File: config.mk
export PLATFORM = sky130hd
export DESIGN_NAME = iterative_shifter
export DESIGN_NICKNAME = d
export VERILOG_FILES = /design/src/rtl/iterative_shifter.sv
export SDC_FILE = /design/constraint.sdc
export NUM_CORES = 1
export LEC_CHECK = 0
export BUFFER_PORTS_ARGS = -buffer_cell sky130_fd_sc_hd__buf_2
export CAP_MARGIN = 20
export CORE_MARGIN = 4
export CORE_UTILIZATION = 58
export DETAILED_ROUTE_END_ITERATION = 6
export GPL_TIMING_DRIVEN = 1
export PLACE_DENSITY = 0.86
export SLEW_MARGIN = 20
export SYNTH_ARGS = -nofsm -noshare
export SYNTH_HDL_FRONTEND = slang
export SYNTH_SLANG_ARGS = --single-unit
File: constraint.sdc
create_clock -name clk -period 7.2 [get_ports clk]
set_input_delay 0.72 -clock clk [delete_from_list [all_inputs] [get_ports clk]]
set_output_delay 0.72 -clock clk [all_outputs]
set_load 0.05 [all_outputs]
File: src/rtl/iterative_shifter.sv
`default_nettype none
// +----------------------------------------------------------------------------+
// | iterative_shifter: multi-cycle SLL/SRL/SRA/ROTR unit, up to STEP bits/clk   |
// | Revision: 1.0                                                              |
// +----------------------------------------------------------------------------+
module iterative_shifter #(
  parameter int WIDTH   = 32,
  parameter int SHAMT_W = 5,
  parameter int STEP    = 1
) (
  input  logic               clk,
  input  logic               reset,
  input  logic               start,
  input  logic [1:0]         mode,
  input  logic [SHAMT_W-1:0] shamt,
  input  logic [WIDTH-1:0]   data_in,
  output logic               busy,
  output logic               done,
  output logic [WIDTH-1:0]   data_out
);

  localparam logic [SHAMT_W-1:0] STEP_C  = SHAMT_W'(STEP);
  localparam logic [SHAMT_W:0]   WIDTH_C = (SHAMT_W+1)'(WIDTH);

  localparam logic [1:0] MODE_SLL  = 2'b00;
  localparam logic [1:0] MODE_SRL  = 2'b01;
  localparam logic [1:0] MODE_SRA  = 2'b10;
  localparam logic [1:0] MODE_ROTR = 2'b11;

  typedef enum logic [1:0] {
    S_IDLE  = 2'd0,
    S_SHIFT = 2'd1,
    S_DONE  = 2'd2
  } state_t;

  state_t             state_q, state_d;
  logic [WIDTH-1:0]   acc_q, acc_d;
  logic [SHAMT_W-1:0] rem_q, rem_d;
  logic [1:0]         mode_q, mode_d;

  logic [SHAMT_W-1:0] step_amt;
  logic [SHAMT_W:0]   rot_amt;
  logic [WIDTH-1:0]   shifted;

  // Per-cycle shift datapath; rotate is only consumed in SHIFT where step_amt >= 1.
  always_comb begin
    step_amt = (rem_q < STEP_C) ? rem_q : STEP_C;
    rot_amt  = WIDTH_C - {1'b0, step_amt};
    shifted  = acc_q;
    case (mode_q)
      MODE_SLL:  shifted = acc_q << step_amt;
      MODE_SRL:  shifted = acc_q >> step_amt;
      MODE_SRA:  shifted = WIDTH'($signed(acc_q) >>> step_amt);
      MODE_ROTR: shifted = (acc_q >> step_amt) | (acc_q << rot_amt);
      default:   shifted = acc_q;
    endcase
  end

  always_comb begin
    state_d = state_q;
    acc_d   = acc_q;
    rem_d   = rem_q;
    mode_d  = mode_q;
    case (state_q)
      S_IDLE: begin
        if (start) begin
          acc_d   = data_in;
          rem_d   = shamt;
          mode_d  = mode;
          state_d = (shamt == '0) ? S_DONE : S_SHIFT;
        end
      end
      S_SHIFT: begin
        acc_d = shifted;
        rem_d = rem_q - step_amt;
        if (rem_q == step_amt) begin
          state_d = S_DONE;
        end
      end
      S_DONE:  state_d = S_IDLE;
      default: state_d = S_IDLE;
    endcase
  end

  always_ff @(posedge clk) begin
    if (reset) begin
      state_q <= S_IDLE;
      acc_q   <= '0;
      rem_q   <= '0;
      mode_q  <= '0;
    end else begin
      state_q <= state_d;
      acc_q   <= acc_d;
      rem_q   <= rem_d;
      mode_q  <= mode_d;
    end
  end

  assign busy     = (state_q != S_IDLE);
  assign done     = (state_q == S_DONE);
  assign data_out = acc_q;

endmodule
`default_nettype wire
# == Yosys cells after proc, flatten, opt, wreduce, memory -nomap -nowiden ==
# Index checks and enable logic that the tools add are counted.
# totals
output_inout_bits,34
regBits,41
wordCells,38
# classes
muxes,10
n_addsub,2
n_reduce_logical,8
shifts,4
bitwise_logic,1
n_lt_le_gt_ge,1
n_eq_ne,8
# op_table
op,n
case mux 32 bit (4 select lines),1
case mux 32 bit (2 select lines),1
two-way mux 32 bit,1
OR 32 bit,1
left shift 32 x 5 -> 32 bit,1
left shift 32 x 6 -> 32 bit,1
>> shifter 32 x 5 -> 32 bit,1
>>> shifter 32 x 5 -> 32 bit,1
two-way mux 5 bit,2
case mux 5 bit (2 select lines),1
equality test 2 bit (second input constant),3
two-way mux 2 bit,3
AND reduction 2 bit,3
subtractor 6 x 5 -> 6 bit (first input constant),1
equality test 5 bit,1
logical NOT 5 bit,1
less-than comparator 5 x 1 -> 1 bit (second input constant),1
subtractor 5 bit,1
equality test 2 x 1 -> 1 bit (second input constant),2
logical NOT 2 bit,2
!= test 2 bit (second input constant),2
case mux 2 bit (2 select lines),1
nonzero test 2 bit,2

# == Depth between registers and ports, before layout ==
# depth
ltp_word,7
depth_mapped,14

# == Least setup slack after synthesis ==
# OpenSTA, ideal clock, no wires.
# synth_path
kind,register to register
start,reg rem_q[1]
end,reg acc_q[23] (netlist: data_out[23])
required_time_ns,7.109
n_path_buf,4
stages_incl_launch_ff,14
path_slack_ns,4.359
synth_period_minus_slack_ns,2.841
setup_ns,0.091
arrival_ns,2.750
path_cell_list,dfxtp_1 nor4_2 nand2_1 inv_2 buf_4 buf_2 ha_1 clkbuf_1 buf_2 mux2i_1 o21ai_0 nor2_1 o311a_1 a311oi_1
# synth_via
elab_chain_cells,7
# synth_rtl
item,line,text
start: declaration,38,"logic [SHAMT_W-1:0] rem_q, rem_d;"
start signal: assignment,94,rem_q <= rem_d;
less-than comparator 5 x 1 -> 1 bit,47,step_amt = (rem_q < STEP_C) ? rem_q : STEP_C;
two-way mux 5 bit (*),47,
subtractor 6 x 5 -> 6 bit,48,"rot_amt = WIDTH_C - {1'b0, step_amt};"
left shift 32 x 6 -> 32 bit,54,MODE_ROTR: shifted = (acc_q >> step_amt) | (acc_q << rot_amt);
OR 32 bit,54,
case mux 32 bit (4 select lines) (*),50,case (mode_q)
case mux 32 bit (2 select lines) (*),64,case (state_q)
end signal: assignment,88,acc_q <= '0;
end signal: assignment,93,acc_q <= acc_d;
end: declaration,37,"logic [WIDTH-1:0] acc_q, acc_d;"
# Every way passes the cells marked *; elsewhere a longest branch is shown, timed or not.
# A chain may end at the register's enable or synchronous reset.

# == Worst setup path in the final report ==
# layout_path
start,reg rem_q[1]
end,reg acc_q[12] (netlist: data_out[12])
# The elaborated chain is that of the path after synthesis.

==> summary.txt <==
Logic synthesis
  • Count of state elements after synthesis: 41
  • Synth cell types: 52
  • Synth async-reset ratio: 0%
  • Avg Cell Area, Syn: 7.303 um2
  • Synthesized netlist net count: 466
  • Register area share after synthesis: 26.63%
  • Synth top area share: 26.63%
  • YS warnings: 0
  • Top FF cell, synth: dfxtp_1
  • Syn Std Cell Area: 0.003082 mm2
  • Post-synth EDFFs: 0
  • Cell count after synthesis: 422
  • Synth top area cells: dfxtp_1 (27%), nand2_1 (10%), a211oi_1 (9.0%), a311oi_1 (5.4%), mux2_2 (5.1%)
  • Dominant cell type by area after synthesis: dfxtp_1

Placed design
  • IO Port Bufs: 75
  • Placed inst area: 0.003421 mm2
  • Worst slack, placed: 3.205 ns
  • Post-detail-place hpwl: 6455 um
  • RePlAce Congestion: 0.8854

Worst setup path
  • Worst setup endpoint: data_out[12]
  • Critical path launch point: rem_q[1]
  • CP arrival: 4.27 ns
  • R2R Setup Slk: 3.11 ns
  • CP endpoint kind: flip-flop
  • Max FO, Critical Path: 51
  • Worst R2R Start: rem_q[1]
  • Worst Reg-to-Reg Cells: 9
  • Worst r2r dst: data_out[12]
  • Critical Path Start Type: flip-flop
  • Req. time, crit path: 7.38 ns
  • Critical path type: reg2reg

Drt
  • Initial DRC count: 405
  • Top Layer Used: met4
  • Routed vias: 3,531
  • Total wire length: 9450 um
  • Router iterations before antenna repair: 5
  • DR DRC count: 0
  • Post-DR wirelength/cell: 17.53 um
  • WL met3: 738 um
  • Routed Antenna Nets: 0
  • Wl on met1: 4208 um
  • Met2 wire length: 4322 um
  • Vias per cell: 6.551

Clock tree
  • Clk sinks: 41
  • Reg clk slew, reported paths: 0.08 ns
  • Htree depth: 2
  • Clock Latency Late Sink: 0.30 ns
  • TritonCTS clock tree: done
  • CTS Hold Bufs: 0
  • Num CTS Buffers: 5
  • Post-CTS repair timing setup buffer count: 0
  • Longest Clk Path Bufs: 2
  • Post-CTS Resized: 0
  • Root Driver: clkbuf_8

Final layout
  • Area delta synth->final: 13.80%
  • Share of cells above drive strength 1: 23.45%
  • Finished Cell Area: 0.003507 mm2
  • Antenna cells: 0
  • Layout Nets: 513

Global routing
  • Vias in the first global route: 3,275
  • Largest net degree at the start of global routing: 52
  • First-pass GRT wire length: 15,830 um
  • All-layer global routing usage: 30.17%
  • Antenna violations before repair: 0
  • Total gr overflow: 0

STA
  • Min Clock Period, post-route: 4.086 ns
  • Worst Clk Skew: 0.006971 ns
  • Total negative slack: 0 ns
  • Max Slew Vio Count: 0
  • Final Cycle Share: 56.75%
  • Hold_ws: 0.5600 ns
  • Worst-margin pin slew: 1.068 ns
  • RSZ-0062 raised after global routing: false
  • Max Clk Rate: 244.7 MHz
  • Relative slew margins: 28.82%
  • Setup violations, final: 0
  • Final WS setup: 3.114 ns
  • Final Hold Vio Count: 0

Run
  • MaxCap Viol Count: 0

Pwr
  • Clk pwr share: 16.3%
  • Power per cell area: 277.3 mW/mm2
  • Switching Fraction: 48.50%
  • Reg power frac: 34.3%
  • Leak pwr: 1.400 nW
  • Pint: 0.0005009 W
  • P_sw: 0.0004717 W
  • Maximum VDD drop: 0.0001421 V
  • Combinational power share: 49.4%

Status
  • Status: complete, no violations

Floorplanning
  • Core ar.: 0.005140 mm2
  • Die area: 0.006543 mm2
  • Row count: 26
  • Ports: 76
  • Die X-Extent: 80.89 um
  • Die Y: 80.89 um
  • Initial core utilization: 59.96%

Worst hold path
  • Hold path start: data_out[21]
  • Worst hold path class: reg2reg
-- cells in the mapped netlist, types with 3 or more instances --
| cell | instances |
|---|---|
| inv_1 | 9 |
| nor3_1 | 9 |
| o221ai_1 | 4 |
| a21oi_1 | 29 |
| buf_2 | 8 |
| clkbuf_1 | 29 |
| mux4_2 | 3 |
| mux2_2 | 14 |
| o32ai_1 | 3 |
| o211ai_1 | 9 |
| and3_1 | 4 |
| o21ai_0 | 16 |
| nand3_1 | 9 |
| dfxtp_1 | 41 |
| mux2i_1 | 9 |
| a31oi_1 | 7 |
| or3_1 | 4 |
| nor2b_1 | 5 |
| nand2_1 | 84 |
| a211oi_1 | 37 |
| o22a_1 | 4 |
| nor2_1 | 28 |
| a311oi_1 | 19 |
-- worst min path at each step --
stage | cells after the start | endpoint
3_5_place_dp | 2 | data_out[25]
6_report | 2 | data_out[21]
5_1_grt | 2 | data_out[25]
3_3_place_gp | 2 | rem_q[1]
4_1_cts | 2 | data_out[25]
2_1_floorplan | 2 | mode_q[1]
-- area by class of cell --
class                      count  area (um2)
fill                         482        1633
tap                           70       87.58
inverter                      10       37.54
sequential                    41       820.8
clock buffer                   7       86.33
timing repair buffer          80       412.9
multi-input combinational    331        2062
-- layout by cell type, fill, tap and decap left out, types with 3 or more instances in the layout --
master and instances:
a211oi_1 37, a21oi_1 29, a311oi_1 19, a31oi_1 7, and3_1 4, buf_2 75, buf_4 5, clkbuf_8 6
dfxtp_1 41, inv_1 9, mux2_2 14, mux2i_1 9, mux4_2 3, nand2_1 84, nand3_1 9, nor2_1 28
nor2b_1 4, nor3_1 9, o211ai_1 9, o21ai_0 16, o221ai_1 4, o22a_1 4, o32ai_1 3, or3_1 4
-- state kept, by name (all words and copies together), names as in the netlist --
signal    count
data_out     32
mode_q        2
rem_q         5
state_q       2
-- metrics by stage --
stage                     power [W]  instances  utilization (%)
after floorplan           0.0007027        422                -
after global placement    0.0007998        532            66.55
after detailed placement  0.0008087        532            66.55
after CTS                 0.0009635        539            68.23
after global routing       0.001030        539            68.23
final                     0.0009726        539            68.23
-- cells by family (layout without fill, tap and decap cells) --
kind of cell | count (synthesis) | in the layout | share of synthesized area (%)
buffers and inverters | 50 | 97 | 6.537
flip-flops | 41 | 41 | 26.63
adder cells (fa/ha/maj) | 2 | 2 | 0.8119
AND/OR/NAND/NOR | 161 | 161 | 23.59
AO/OA/AOI/OAI | 141 | 141 | 32.08
other | 1 | 1 | 0.1217
multiplexers | 26 | 26 | 10.23
-- power by group through the flow --
stage                     sequential [W]  clock (W)  combinational, W
final                           0.000334   0.000158          0.000480
after global routing            0.000341   0.000167          0.000522
after CTS                       0.000331   0.000158          0.000475
after detailed placement        0.000336          0          0.000473
after global placement          0.000335          0          0.000465
after floorplan                 0.000406          0          0.000296
-- layer usage --
| layer | track usage, % | vias to the layer above |
|---|---|---|
| met5 | 0 | - |
| met4 | 10.14 | 0 |
| met3 | 4.435 | 19 |
| met2 | 45.98 | 187 |
| met1 | 43.40 | 1647 |
| li1 | - | 1678 |
-- critical path, stage by stage (launching register included) --
cell	delay, ns
dfxtp_1	0.36
nor4_2	0.43
nand2_1	0.48
inv_2	0.80
ha_1	0.50
and3_1	0.57
a211oi_1	0.14
a211oi_1	0.26
a211oi_1	0.07
a2111oi_0	0.34
Note: power is estimated with default switching activity, not from simulation.
